[src/rtl/skew_feeder_pkg.sv]
// Shared types and default sizes for the skew feeder and its row buffers.
// Latency: n/a (types and constants only).
// Backpressure: n/a.
package skew_feeder_pkg;

    typedef enum logic [1:0] {
        IDLE = 2'd0,
        RUN  = 2'd1,
        DONE = 2'd2
    } feeder_state_e;

    // Data width shared with the row buffers feeding this block.
    localparam int DEF_DWIDTH = 16;
    localparam int DEF_ROWS   = 4;
    localparam int DEF_LEN_W  = 8;

endpackage

[src/rtl/skew_feeder_if.sv]
// Read side of the row buffers: per-row pop strobe, empty flag and data word.
// Latency: dout is combinational at the buffer read pointer; the popped word is visible in the pop cycle.
// Backpressure: the consumer never pops a row whose empty flag is set.
interface skew_feeder_if
    import skew_feeder_pkg::*;
#(
    parameter int ROWS   = DEF_ROWS,
    parameter int DWIDTH = DEF_DWIDTH
);
    logic [ROWS-1:0]        buf_empty;
    logic [ROWS*DWIDTH-1:0] buf_dout;
    logic [ROWS-1:0]        buf_rd_en;

    // Feeder side: pops the buffers.
    modport master (
        output buf_rd_en,
        input  buf_empty,
        input  buf_dout
    );

    // Buffer side: presents data and empty flags.
    modport slave (
        input  buf_rd_en,
        output buf_empty,
        output buf_dout
    );
endinterface

[src/rtl/skew_feeder_lane.sv]
// One array row: active-window compare for this row index plus the output data/valid register.
// Latency: 1 cycle from pop to arr_valid/arr_data.
// Backpressure: a global stall suppresses the pop and drives a zero/invalid beat next cycle.
module feeder_lane #(
    parameter int DWIDTH = 16,
    parameter int TW     = 12,
    parameter int IDX    = 0
) (
    input  logic              clk,
    input  logic              rstn,
    input  logic              run,
    input  logic [TW-1:0]     t,
    input  logic [TW-1:0]     len_ext,
    input  logic              stall,
    input  logic [DWIDTH-1:0] dout,
    output logic              active,
    output logic              rd_en,
    output logic [DWIDTH-1:0] arr_data,
    output logic              arr_valid
);
    localparam logic [TW-1:0] IDX_T = TW'(IDX);

    logic [DWIDTH-1:0] arr_data_q, arr_data_d;
    logic              arr_valid_q, arr_valid_d;

    // Row is inside its skewed window: starts IDX cycles late, lasts len_q words.
    always_comb begin
        active = run && (t >= IDX_T) && (t < IDX_T + len_ext);
        rd_en  = active & ~stall;
    end

    // Zero-pad outside the active window so the array sees clean data.
    always_comb begin
        arr_valid_d = rd_en;
        arr_data_d  = rd_en ? dout : '0;
    end

    // Output register toward the array.
    always_ff @(posedge clk) begin
        if (rstn) begin
            arr_valid_q <= 1'b0;
            arr_data_q  <= '0;
        end else begin
            arr_valid_q <= arr_valid_d;
            arr_data_q  <= arr_data_d;
        end
    end

    assign arr_valid = arr_valid_q;
    assign arr_data  = arr_data_q;
endmodule

[src/rtl/skew_feeder.sv]
// Drains ROWS row buffers into the array west edge with row i delayed i cycles; optional stall counter under SKEW_FEEDER_STALL_CNT_EN.
// Latency: word reaches the array 1 cycle after its pop; an unstalled pass runs len+ROWS-1 cycles, then a 1-cycle done.
// Backpressure: any active row whose buffer is empty freezes the whole skew (t holds, no pops).
module skew_feeder
    import skew_feeder_pkg::*;
#(
    parameter int ROWS   = DEF_ROWS,
    parameter int DWIDTH = DEF_DWIDTH,
    parameter int LEN_W  = DEF_LEN_W
) (
    input  logic                   clk,
    input  logic                   rstn,
    input  logic                   start,
    input  logic [LEN_W-1:0]       len,
    skew_feeder_if.master          buf_if,
    output logic [ROWS*DWIDTH-1:0] arr_data,
    output logic [ROWS-1:0]        arr_valid,
    output logic                   busy,
    output logic                   done
`ifdef SKEW_FEEDER_STALL_CNT_EN
    ,
    output logic [15:0]            stall_cnt
`endif
);
    // Wide enough for len_q + ROWS - 2 without wrapping.
    localparam int TW = LEN_W + $clog2(ROWS) + 1;

    feeder_state_e    state_q, state_d;
    logic [TW-1:0]    t_q, t_d;
    logic [LEN_W-1:0] len_q, len_d;
    logic [TW-1:0]    len_ext;
    logic [TW-1:0]    last_t;
    logic [ROWS-1:0]  active;
    logic [ROWS-1:0]  rd_en;
    logic             run;
    logic             stall;

    assign len_ext = TW'(len_q);
    assign last_t  = len_ext + TW'(ROWS - 2);
    assign run     = (state_q == RUN);

    // One empty active row holds every row so the diagonal stays aligned.
    assign stall            = |(active & buf_if.buf_empty);
    assign buf_if.buf_rd_en = rd_en;

    for (genvar g = 0; g < ROWS; g++) begin : g_lane
        feeder_lane #(
            .DWIDTH (DWIDTH),
            .TW     (TW),
            .IDX    (g)
        ) u_lane (
            .clk       (clk),
            .rstn      (rstn),
            .run       (run),
            .t         (t_q),
            .len_ext   (len_ext),
            .stall     (stall),
            .dout      (buf_if.buf_dout[g*DWIDTH +: DWIDTH]),
            .active    (active[g]),
            .rd_en     (rd_en[g]),
            .arr_data  (arr_data[g*DWIDTH +: DWIDTH]),
            .arr_valid (arr_valid[g])
        );
    end

    // Pass sequencing: start only accepted in IDLE, t advances only on unstalled cycles.
    always_comb begin
        state_d = state_q;
        t_d     = t_q;
        len_d   = len_q;
        case (state_q)
            IDLE: begin
                if (start) begin
                    if (len != '0) begin
                        len_d   = len;
                        t_d     = '0;
                        state_d = RUN;
                    end else begin
                        state_d = DONE;
                    end
                end
            end
            RUN: begin
                if (!stall) begin
                    if (t_q == last_t) begin
                        state_d = DONE;
                    end else begin
                        t_d = t_q + TW'(1);
                    end
                end
            end
            DONE: begin
                state_d = IDLE;
            end
            default: begin
                state_d = IDLE;
            end
        endcase
    end

    // State, time index and sampled length.
    always_ff @(posedge clk) begin
        if (rstn) begin
            state_q <= IDLE;
            t_q     <= '0;
            len_q   <= '0;
        end else begin
            state_q <= state_d;
            t_q     <= t_d;
            len_q   <= len_d;
        end
    end

    assign busy = (state_q != IDLE);
    assign done = (state_q == DONE);

`ifdef SKEW_FEEDER_STALL_CNT_EN
    logic [15:0] stall_cnt_q, stall_cnt_d;

    // Saturating count of frozen RUN cycles, cleared when a pass is accepted.
    always_comb begin
        stall_cnt_d = stall_cnt_q;
        if ((state_q == IDLE) && start) begin
            stall_cnt_d = '0;
        end else if (run && stall && (stall_cnt_q != 16'hFFFF)) begin
            stall_cnt_d = stall_cnt_q + 16'd1;
        end
    end

    // Stall counter register.
    always_ff @(posedge clk) begin
        if (rstn) begin
            stall_cnt_q <= '0;
        end else begin
            stall_cnt_q <= stall_cnt_d;
        end
    end

    assign stall_cnt = stall_cnt_q;
`endif
endmodule

[src/flat_wrapper.sv]
// flat-port wrapper written by rule: the top's interface ports become plain ports
module skew_feeder_flat import skew_feeder_pkg::*;
#(
    parameter int ROWS   = DEF_ROWS,
    parameter int DWIDTH = DEF_DWIDTH,
    parameter int LEN_W  = DEF_LEN_W
)
  (clk, rstn, start, len, arr_data, arr_valid, busy, done, buf_if_buf_rd_en, buf_if_buf_empty, buf_if_buf_dout);
  skew_feeder_if #(.ROWS(ROWS), .DWIDTH(DWIDTH)) buf_if_i ();
  input  logic clk;
  input  logic rstn;
  input  logic start;
  input  logic [LEN_W-1:0] len;
  output logic [ROWS*DWIDTH-1:0] arr_data;
  output logic [ROWS-1:0] arr_valid;
  output logic busy;
  output logic done;
  output wire logic [$bits(buf_if_i.buf_rd_en)-1:0] buf_if_buf_rd_en;
  input wire logic [$bits(buf_if_i.buf_empty)-1:0] buf_if_buf_empty;
  input wire logic [$bits(buf_if_i.buf_dout)-1:0] buf_if_buf_dout;
  assign buf_if_buf_rd_en = buf_if_i.buf_rd_en;
  assign buf_if_i.buf_empty = buf_if_buf_empty;
  assign buf_if_i.buf_dout = buf_if_buf_dout;
  skew_feeder #(.ROWS(ROWS), .DWIDTH(DWIDTH), .LEN_W(LEN_W)) u_core (.clk(clk), .rstn(rstn), .start(start), .len(len), .buf_if(buf_if_i), .arr_data(arr_data), .arr_valid(arr_valid), .busy(busy), .done(done));
endmodule
[config.mk]
export PLATFORM = sky130hd
export DESIGN_NAME = skew_feeder_flat
export DESIGN_NICKNAME = d
export VERILOG_FILES = /design/src/rtl/skew_feeder_pkg.sv /design/src/rtl/skew_feeder_if.sv /design/src/rtl/skew_feeder_lane.sv /design/src/rtl/skew_feeder.sv /design/src/flat_wrapper.sv
export SDC_FILE = /design/constraint.sdc
export NUM_CORES = 1
export LEC_CHECK = 0
export ABC_AREA = 1
export CAP_MARGIN = 20
export CORE_MARGIN = 8
export CORE_UTILIZATION = 50
export CTS_CLUSTER_DIAMETER = 60
export DETAILED_ROUTE_END_ITERATION = 7
export HOLD_SLACK_MARGIN = 0.1
export MAX_ROUTING_LAYER = met4
export PLACE_DENSITY_LB_ADDON = 0.05
export SLEW_MARGIN = 20
export SYNTH_ARGS = -nofsm -noshare
export SYNTH_HDL_FRONTEND = slang
export SYNTH_SLANG_ARGS = --single-unit
[constraint.sdc]
create_clock -name clk -period 6.02 [get_ports clk]
set_input_delay 1.204 -clock clk [delete_from_list [all_inputs] [get_ports clk]]
set_output_delay 1.204 -clock clk [all_outputs]
set_load 0.02 [all_outputs]
# ---- After elaboration in Yosys (flattened, before gate mapping)
# Cells that the tools add are included.
dict set report op_classes {
  add_sub_neg 4
  n_lt_le_gt_ge 8
  n_eq_ne 8
  n_mux 10
  bitwise 10
  reduce_logical 20
}
# operator n
set ops {}
lappend ops {{2-to-1 mux 11 bit} 4}
lappend ops {{< comparator 11 x 9 -> 1 bit} 3}
lappend ops {{greater-or-equal comparator 11 x 1 -> 1 bit (second input constant)} 2}
lappend ops {{greater-or-equal comparator 11 x 2 -> 1 bit (second input constant)} 2}
lappend ops {{one-hot mux 11 bit (2 select lines)} 1}
lappend ops {{adder 2 x 8 -> 9 bit (first input constant)} 2}
lappend ops {{adder 11 x 1 -> 11 bit (second input constant)} 1}
lappend ops {{equality test 11 x 9 -> 1 bit} 1}
lappend ops {{< comparator 11 x 8 -> 1 bit} 1}
lappend ops {{adder 1 x 8 -> 9 bit (first input constant)} 1}
lappend ops {{logical AND 1 bit} 8}
lappend ops {{2-to-1 mux 2 bit} 4}
lappend ops {{nonzero test 8 bit} 1}
lappend ops {{OR reduction 2 bit} 4}
lappend ops {{inequality test 2 bit (second input constant)} 3}
lappend ops {{AND reduction 3 bit} 2}
lappend ops {{NOT 1 bit} 5}
lappend ops {{AND reduction 5 bit} 1}
lappend ops {{AND 1 bit} 4}
lappend ops {{AND 4 bit} 1}
lappend ops {{inequality test 2 x 1 -> 1 bit (second input constant)} 2}
lappend ops {{one-hot mux 2 bit (2 select lines)} 1}
lappend ops {{nonzero test 2 bit} 2}
lappend ops {{OR reduction 4 bit} 1}
lappend ops {{3 further kinds} 3}
dict set report totals {
  regBits 89
  out_inout_bits 74
}

# ---- Longest topological paths before layout
# Gate-level depths: netlist of the first run.
dict set report logic_depth {
  depth_word 9
  ltp_mapped 21
  mapped_depth_nobuf 20
}

# ---- By module
# From an unflattened synthesis of the first run, not the netlist that was laid out.
dict set report unflattened {
  hier_cells 766
  area_unflattened_um2 5388.9
}
# mod n_inst cells_per_inst area_each_um2 seq_area_each_um2
set by_module_without_submodules {}
lappend by_module_without_submodules {skew_feeder 1 247 1501.4 420.4}
lappend by_module_without_submodules {{feeder_lane at u_core.g_lane[2].u_lane} 1 132 1029.7 340.3}
lappend by_module_without_submodules {{feeder_lane at u_core.g_lane[3].u_lane} 1 136 1016.0 340.3}
lappend by_module_without_submodules {{feeder_lane at u_core.g_lane[1].u_lane} 1 138 1012.2 340.3}
lappend by_module_without_submodules {{feeder_lane at u_core.g_lane[0].u_lane} 1 113 829.5 340.3}

# ---- Worst setup path after synthesis of the first run
# Ideal clock, no wire load.
dict set report synth_path {
  path_kind {reg-to-output}
  from {reg u_core.len_q[0]}
  to {out buf_if_buf_rd_en[2]}
  arrival_time_ns 2.363
  required_ns 4.816
  slack_ns 2.453
  path_stages_with_launch 17
  n_path_buf 1
  cell_sequence {dfxtp_1 inv_1 ha_1 nor4_1 xor2_1 ha_1 nand2_1 inv_1 a21oi_1 nand2_1 nand2_1 nand3_1 nand2_2 nor2_8 nand2_2 inv_1 buf_4}
}
dict set report synth_between {
  elab_chain_cells 7
  elab_cells_between_ends 15
}
# element line
set synth_lines {}
lappend synth_lines {{start: declaration} skew_feeder.sv:30} ;# logic [LEN_W-1:0] len_q, len_d;
lappend synth_lines {{start signal: assignment} skew_feeder.sv:110} ;# len_q <= len_d;
lappend synth_lines {{adder 1 x 8 -> 9 bit or adder 2 x 8 -> 9 bit (tied branches)} skew_feeder_lane.sv:28} ;# active = run && (t >= IDX_T) && (t < IDX_T + len_ext);
lappend synth_lines {{< comparator 11 x 9 -> 1 bit} skew_feeder_lane.sv:28}
lappend synth_lines {{logical AND 1 bit} skew_feeder_lane.sv:28}
lappend synth_lines {{AND 4 bit} skew_feeder.sv:43} ;# assign stall = |(active & buf_if.buf_empty);
lappend synth_lines {{OR reduction 4 bit} skew_feeder.sv:43}
lappend synth_lines {{NOT 1 bit} skew_feeder_lane.sv:29} ;# rd_en = active & ~stall;
lappend synth_lines {{AND 1 bit *} skew_feeder_lane.sv:29}
lappend synth_lines {{end: declaration} flat_wrapper.sv:18} ;# output wire logic [$bits(buf_if_i.buf_rd_en)-1:0] buf_if_buf_rd_en;
# Every way passes the cells marked *; elsewhere a longest branch is shown, timed or not.

# ---- Worst setup path after layout of the first run
dict set report layout_path {
  from {reg u_core.len_q[4]}
  to {out buf_if_buf_rd_en[3]}
}
# Same word-level chain as after synthesis.

==> summary.md, run 1 <==
| Metric | Value |
|---|---|
| Status | completed |
| Syn Nets | 724 |
| Final period utilization | 83.6% |
| Setup WS pre-CTS | 1.52 ns |
| Post-DR wirelength/cell | 13.9 um |
| Pwr/cell area | 392 nW/um2 |
| Die Span Y | 111 um |
| Diode count | 0 |
| Synthesized flop and latch total | 89 |
| CTS buffer count | 9 |
| Largest net degree at the start of global routing | 27 |
| Core footprint | 8760 um2 |
| Via/cell ratio | 4.74 |
| Power, Total | 2.44 mW |
| Arrival time at the worst endpoint | 3.83 ns |
| H-tree depth | 3 |
| Pre-Repair DR Iteration Count | 6 |
| Leakage power | 2.94 nW |
| VDD IR max | 0.206 mV |
| Clock Tree Root | clkbuf_8 |
| Synth Instances | 605 |
| Clk slew on worst S/H paths | 0.10 ns |
| Total global routing track utilization | 19.9% |
| Share of cells above drive strength 1 | 9.96% |
| Filler cells | 737 |
| Synth-to-layout area growth | 37.7% |
| Ports | 153 |
| Drc violations | 0 |
| Post-synthesis sequential area ratio | 39.4% |
| Setup Buffers After CTS | 0 |
| Max Freq | 199 MHz |
| Clk network pwr share | 15.7% |
| GRT Residual Overflow | 0 |
| Final Hold Slack | 0.564 ns |
| Combinational power share | 51.7% |
| Clock tree sinks | 89 |
| FFs w/ async S/R, synth | 0% |
| Cell row count | 34 |
| Slew margin rel. | 34.2% |
| Max cap viols | 0 |
| CTS tree | done |
| Critical path type | reg -> out |
| Initial antenna violation count | 0 |
| Initial Util | 51.6% |
| Final instance area | 6220 um2 |
| Final Setup Violations | 0 |
| Cell Area, Synth | 4520 um2 |
| Vias in the first global route | 3,950 |
| Cts repair resizes | 0 |
| Max Root-Sink Buffers | 2 |
| Crit end category | primary output |
| CP startpoint kind | flop |
| Switching share of power | 44.5% |
| First-pass GRT wire length | 19.5 mm |
| Final Max Tran Viols | 0 |
| Final Hold Fails | 0 |
| Die ar. | 12,300 um2 |
| Post-DRT Antenna Nets | 0 |
| Most used DFF post-synth | dfxtp_1 |
| Internal cell power | 1.35 mW |
| I/O Buffers | 152 |
| Tmin final | 5.03 ns |
| Worst Hold Class | reg -> reg |
| Nets | 867 |
| Reg power frac | 32.6% |
| WL final | 12.0 mm |
| Crit Path Max Fanout | 26 |
| Vias | 4,085 |
| Setup_tns | 0 ns |
| P_sw | 1.09 mW |
| Final worst slack | 0.988 ns |
| Slew @ Worst Pin | 0.983 ns |
| RSZ-0062 raised after global routing | no |
| Die width | 111 um |
| Mean Syn Cell Area | 7.47 um2 |
| Dpl cell area | 6040 um2 |
| Initial DRC Count | 194 |
| Worst-Skew Late Latency | 0.36 ns |
| Distinct cells, synth | 30 |
| Routability congestion estimate | 0.939 |
| Post-DP HPWL | 9.60 mm |
| Post-CTS Hold Fix Bufs | 0 |
| Post-synth EDFFs | 0 |
| Required time worst endpoint | 4.82 ns |
| Yosys warning count | 0 |
| Clock Skew | 0.0180 ns |
==> critical path, stage by stage (launching register included) <==
cell and delay [ns]:
dfxtp_1 0.39, clkinv_1 0.21, nor4_1 0.53, nand2_1 0.13, ha_1 0.32, nand2_1 0.05, inv_1 0.05, nand2_1 0.05
nor2_1 0.14, nand2_1 0.09, nand2_1 0.08, nor2_1 0.08, nand2_1 0.07, nand2_2 0.09, nor2_8 0.35, nand2_2 0.13
inv_1 0.07, clkdlybuf4s50_1 0.63
==> state kept, by name (all words and copies together), names as in the netlist <==
register,count
u_core.g_lane.u_lane.arr_data,64
u_core.g_lane.u_lane.arr_valid,4
u_core.len_q,8
u_core.state_q,2
u_core.t_q,11
==> cell families after synthesis <==
logic type / after synthesis / share of synthesized area [%]
AND/OR/NAND/NOR: 266 / 27.4
flip-flops: 89 / 39.4
adder cells (fa/ha/maj): 40 / 11.1
AO/OA/AOI/OAI: 51 / 5.90
buffers and inverters: 145 / 13.5
XOR/XNOR: 14 / 2.71
==> final cells by class <==
class	count	area, um2	area share (%)
Clock buffer	10	128	2.05
Inverter	125	469	7.54
Tap cell	108	135	2.17
Sequential cell	89	1780	28.6
Clock inverter	6	56.3	0.905
Timing Repair Buffer	152	1520	24.5
Multi-Input combinational cell	371	2130	34.2
==> layer usage <==
layer | share of wire, % | vias up | GRT usage, %
li1 | - | 2113 | -
met1 | 42 | 1812 | 22.1
met2 | 48 | 143 | 32.9
met3 | 7.4 | 17 | 6.06
met4 | 2.2 | 0 | 7.20
met5 | 0 | - | -
==> worst paths after layout <==
kind | cells after the start | startpoint | end | slack [ns]
worst max-delay path | 17 | u_core.len_q[4]$_SDFFE_PP0P_ | buf_if_buf_rd_en[3] | 0.99
worst min-delay path | 3 | u_core.state_q[1]$_SDFFE_PP0P_ | u_core.state_q[1]$_SDFFE_PP0P_ | 0.56
worst max register to register | 18 | u_core.len_q[4]$_SDFFE_PP0P_ | u_core.g_lane[0].u_lane.arr_data[3]$_SDFF_PP0_ | 2.78
worst min register to register | 3 | u_core.state_q[1]$_SDFFE_PP0P_ | u_core.state_q[1]$_SDFFE_PP0P_ | 0.56
==> layout by cell type, fill, tap and decap left out, drive strengths merged, types with 3 or more instances in the layout <==
| cell type | count |
|---|---|
| nand3 | 33 |
| clkinv | 5 |
| o21ai | 17 |
| a21oi | 29 |
| clkdlybuf4s50 | 152 |
| xor2 | 12 |
| nor2 | 118 |
| nand4 | 5 |
| clkbuf | 10 |
| clkinvlp | 3 |
| dfxtp | 89 |
| inv | 123 |
| nand2 | 100 |
| nor3 | 5 |
| ha | 40 |
==> power by group through the flow <==
stage               Clock, mW  Sequential, mW  Combinational (mW)
CTS                     0.392           0.794                1.26
floorplan                   0           0.859               0.830
global placement            0           0.803                1.23
finish                  0.383           0.795                1.26
detailed placement          0           0.808                1.26
global route            0.421           0.812                1.41
==> per-stage QoR <==
step                      util (%)  cells
after detailed placement      68.9    845
final                         71.0    861
after global routing          71.0    861
after floorplan                  -    605
after global placement        68.9    845
after CTS                     71.0    861
==> synthesized netlist by cell type (7+ instances only) <==
cell type  count  share of area, %
nand2_2        7              0.97
dfxtp_1       89                39
inv_1        119               9.9
o21ai_0       17               1.9
a21oi_1       29               3.2
nor2_2        44               6.1
nor2_1        70               5.8
nand3_1       33               3.7
ha_1          40                11
nand2_1       93               7.7
buf_4          8               1.3
xor2_1        12               2.3
No activity file was read; power rests on OpenSTA's default activity.
==> inputs of run 2 (changes only) <==
--- a/config.mk
+++ b/config.mk
@@ -8,7 +8,7 @@
 export ABC_AREA = 1
 export CAP_MARGIN = 20
 export CORE_MARGIN = 8
-export CORE_UTILIZATION = 50
+export CORE_UTILIZATION = 46
 export CTS_CLUSTER_DIAMETER = 60
 export DETAILED_ROUTE_END_ITERATION = 7
 export HOLD_SLACK_MARGIN = 0.1
==> constraint.sdc (replaced) <==
create_clock -name clk -period 5.1 [get_ports clk]
set_input_delay 1.02 -clock clk [delete_from_list [all_inputs] [get_ports clk]]
set_output_delay 1.02 -clock clk [all_outputs]
set_load 0.02 [all_outputs]
==> summary.md, run 2 (synthesized netlist as in run 1, its figures left out) <==
| Metric | Value |
|---|---|
| Status | completed |
| Drc violations | 0 (unchanged) |
| Core footprint | 9640 um2 (+10%) |
| Final period utilization | 93.1% |
| Worst-Skew Late Latency | 0.35 ns (about the same) |
| Pre-Repair DR Iteration Count | 4 (-2) |
| CP startpoint kind | flop |
| Clock Skew | 0.0160 ns (-0.00201 ns) |
| Max Freq | 211 MHz |
| Post-CTS Hold Fix Bufs | 0 (unchanged) |
| Setup Buffers After CTS | 0 (unchanged) |
| RSZ-0062 raised after global routing | no |
| CTS tree | done |
| GRT Residual Overflow | 0 (unchanged) |
| Cell row count | 36 (+5.9%) |
| Post-DP HPWL | 9.68 mm (+0.80%) |
| Most common cell after layout, fill and taps aside | clkdlybuf4s50_1 |
| Slowest-stage cell, CP | clkdlybuf4s50_1 |
| Max Root-Sink Buffers | 2 (unchanged) |
| Max reg flops | 64 (unchanged) |
| Pwr/cell area | 472 nW/um2 (+20%) |
| I/O Buffers | 152 (unchanged) |
| Clk slew on worst S/H paths | 0.10 ns (about the same) |
| Share of cells above drive strength 1 | 10.1% (+0.12 points) |
| Routability congestion estimate | 0.901 (-4.0%) |
| Slew @ Worst Pin | 0.702 ns (-0.281 ns) |
| Diode count | 0 (unchanged) |
| Slew margin rel. | 53.1% (+19 points) |
| Die ar. | 13,200 um2 (+7.4%) |
| Leakage power | 2.97 nW (+1.3%) |
| Vias in the first global route | 4,035 (+2.2%) |
| Initial antenna violation count | 0 (unchanged) |
| CTS buffer count | 9 (unchanged) |
| Required time worst endpoint | 4.08 ns (-0.74 ns) |
| Final Hold Slack | 0.571 ns (+0.00632 ns) |
| Post-DRT Antenna Nets | 0 (unchanged) |
| Final Hold Fails | 0 (unchanged) |
| Worst path cell trace | inv_1, ha_1, nor4_1, xor2_1, ha_1, nand2_1, nor2_1, nand2_1, nand2_1, nand2_1, nand3_1, nand2_2, nor2_8, nand2_2, inv_1, clkdlybuf4s50_1 |
| Initial DRC Count | 151 (-22%) |
| Largest net degree at the start of global routing | 27 (unchanged) |
| Final Max Tran Viols | 0 (unchanged) |
| Nets | 868 (+0.12%) |
| Max cap viols | 0 (unchanged) |
| Post-DR wirelength/cell | 13.4 um (-3.9%) |
| First-pass GRT wire length | 19.1 mm (-2.1%) |
| Crit Path Max Fanout | 26 (unchanged) |
| Synth-to-layout area growth | 39.4% |
| Die width | 115 um (+3.6%) |
| Crit end category | primary output |
| Cts repair resizes | 0 (unchanged) |
| Initial Util | 46.9% (-4.7 points) |
| Max stage delay on crit path | 0.63 ns (about the same) |
| Die Span Y | 115 um (+3.6%) |
| Via/cell ratio | 4.59 (-3.2%) |
| H-tree depth | 3 (unchanged) |
| Ports | 153 (unchanged) |
| Critical path type | reg -> out |
| Commonest cells after routing, fill and taps aside | clkdlybuf4s50_1, inv_1, nand2_1 |
| Clock Tree Root | clkbuf_8 |
| WL final | 11.9 mm (-0.95%) |
| VDD IR max | 0.273 mV (+33%) |
| Final Setup Violations | 0 (unchanged) |
| Clock tree sinks | 89 (unchanged) |
| Vias | 4,074 (-0.27%) |
| Tmin final | 4.75 ns |
| Arrival time at the worst endpoint | 3.73 ns (-0.10 ns) |
| Total global routing track utilization | 18.8% (-1.1 points) |
| Worst Hold Class | reg -> reg |
| Filler cells | 894 (+21%) |
| Setup_tns | 0 ns (unchanged) |
| Worst path most repeated cell | nand2_1 |
run 2: per-stage QoR:
step           cells  instance area (um2)  util, %  worst slack [ns]  power, mW
4_1_cts          887                 6300     65.4             0.358       3.00
3_3_place_gp     871                 6070     63.0             0.847       2.41
6_report         887                 6300     65.4             0.352       2.98
3_5_place_dp     871                 6070     63.0             0.760       2.45
5_1_grt          887                 6300     65.4            0.0334       3.24
2_1_floorplan    605                 4520        -              1.72       1.99
run 2: layout make-up:
cell class	count	area (um2)	share of cell area (%)
Clock inverter	6	97.6	1.55
Clock buffer	10	128	2.03
Tap cell	133	166	2.64
Timing Repair Buffer	153	1530	24.3
Inverter	125	469	7.45
Sequential cell	89	1780	28.3
Multi-Input combinational cell	371	2130	33.8
run 2: final timing paths:
path	start	endpoint	slack, ns	cells after the start
setup reg to reg	u_core.len_q[0]$_SDFFE_PP0P_	u_core.g_lane[3].u_lane.arr_data[4]$_SDFF_PP0_	1.95	17
hold reg to reg	u_core.state_q[1]$_SDFFE_PP0P_	u_core.state_q[1]$_SDFFE_PP0P_	0.57	3
hold / removal	u_core.state_q[1]$_SDFFE_PP0P_	u_core.state_q[1]$_SDFFE_PP0P_	0.57	3
setup / recovery	u_core.len_q[0]$_SDFFE_PP0P_	buf_if_buf_rd_en[3]	0.35	16
run 2: critical path, delay by kind of cell, from the launching register on:
family / cells / cell delay (ns)
buffers and inverters: 3 / 0.84
XOR/XNOR: 1 / 0.12
adder cells (fa/ha/maj): 2 / 0.57
AND/OR/NAND/NOR: 10 / 1.34
flip-flops: 1 / 0.47
run 2: report_power, final:
| part | switching [mW] | internal (mW) | total [mW] |
|---|---|---|---|
| combinational | 0.893 | 0.598 | 1.49 |
| clock | 0.264 | 0.284 | 0.549 |
| sequential | 0.111 | 0.825 | 0.936 |
run 2: metal layers:
metal	wire length (um)	GRT usage [%]	up-vias	part of all wire (%)
met2	5980	32.5	139	50
met3	1100	4.99	18	9.2
met1	4580	20.5	1804	39
met4	214	6.04	0	1.8
li1	-	-	2113	-
met5	0	-	-	0
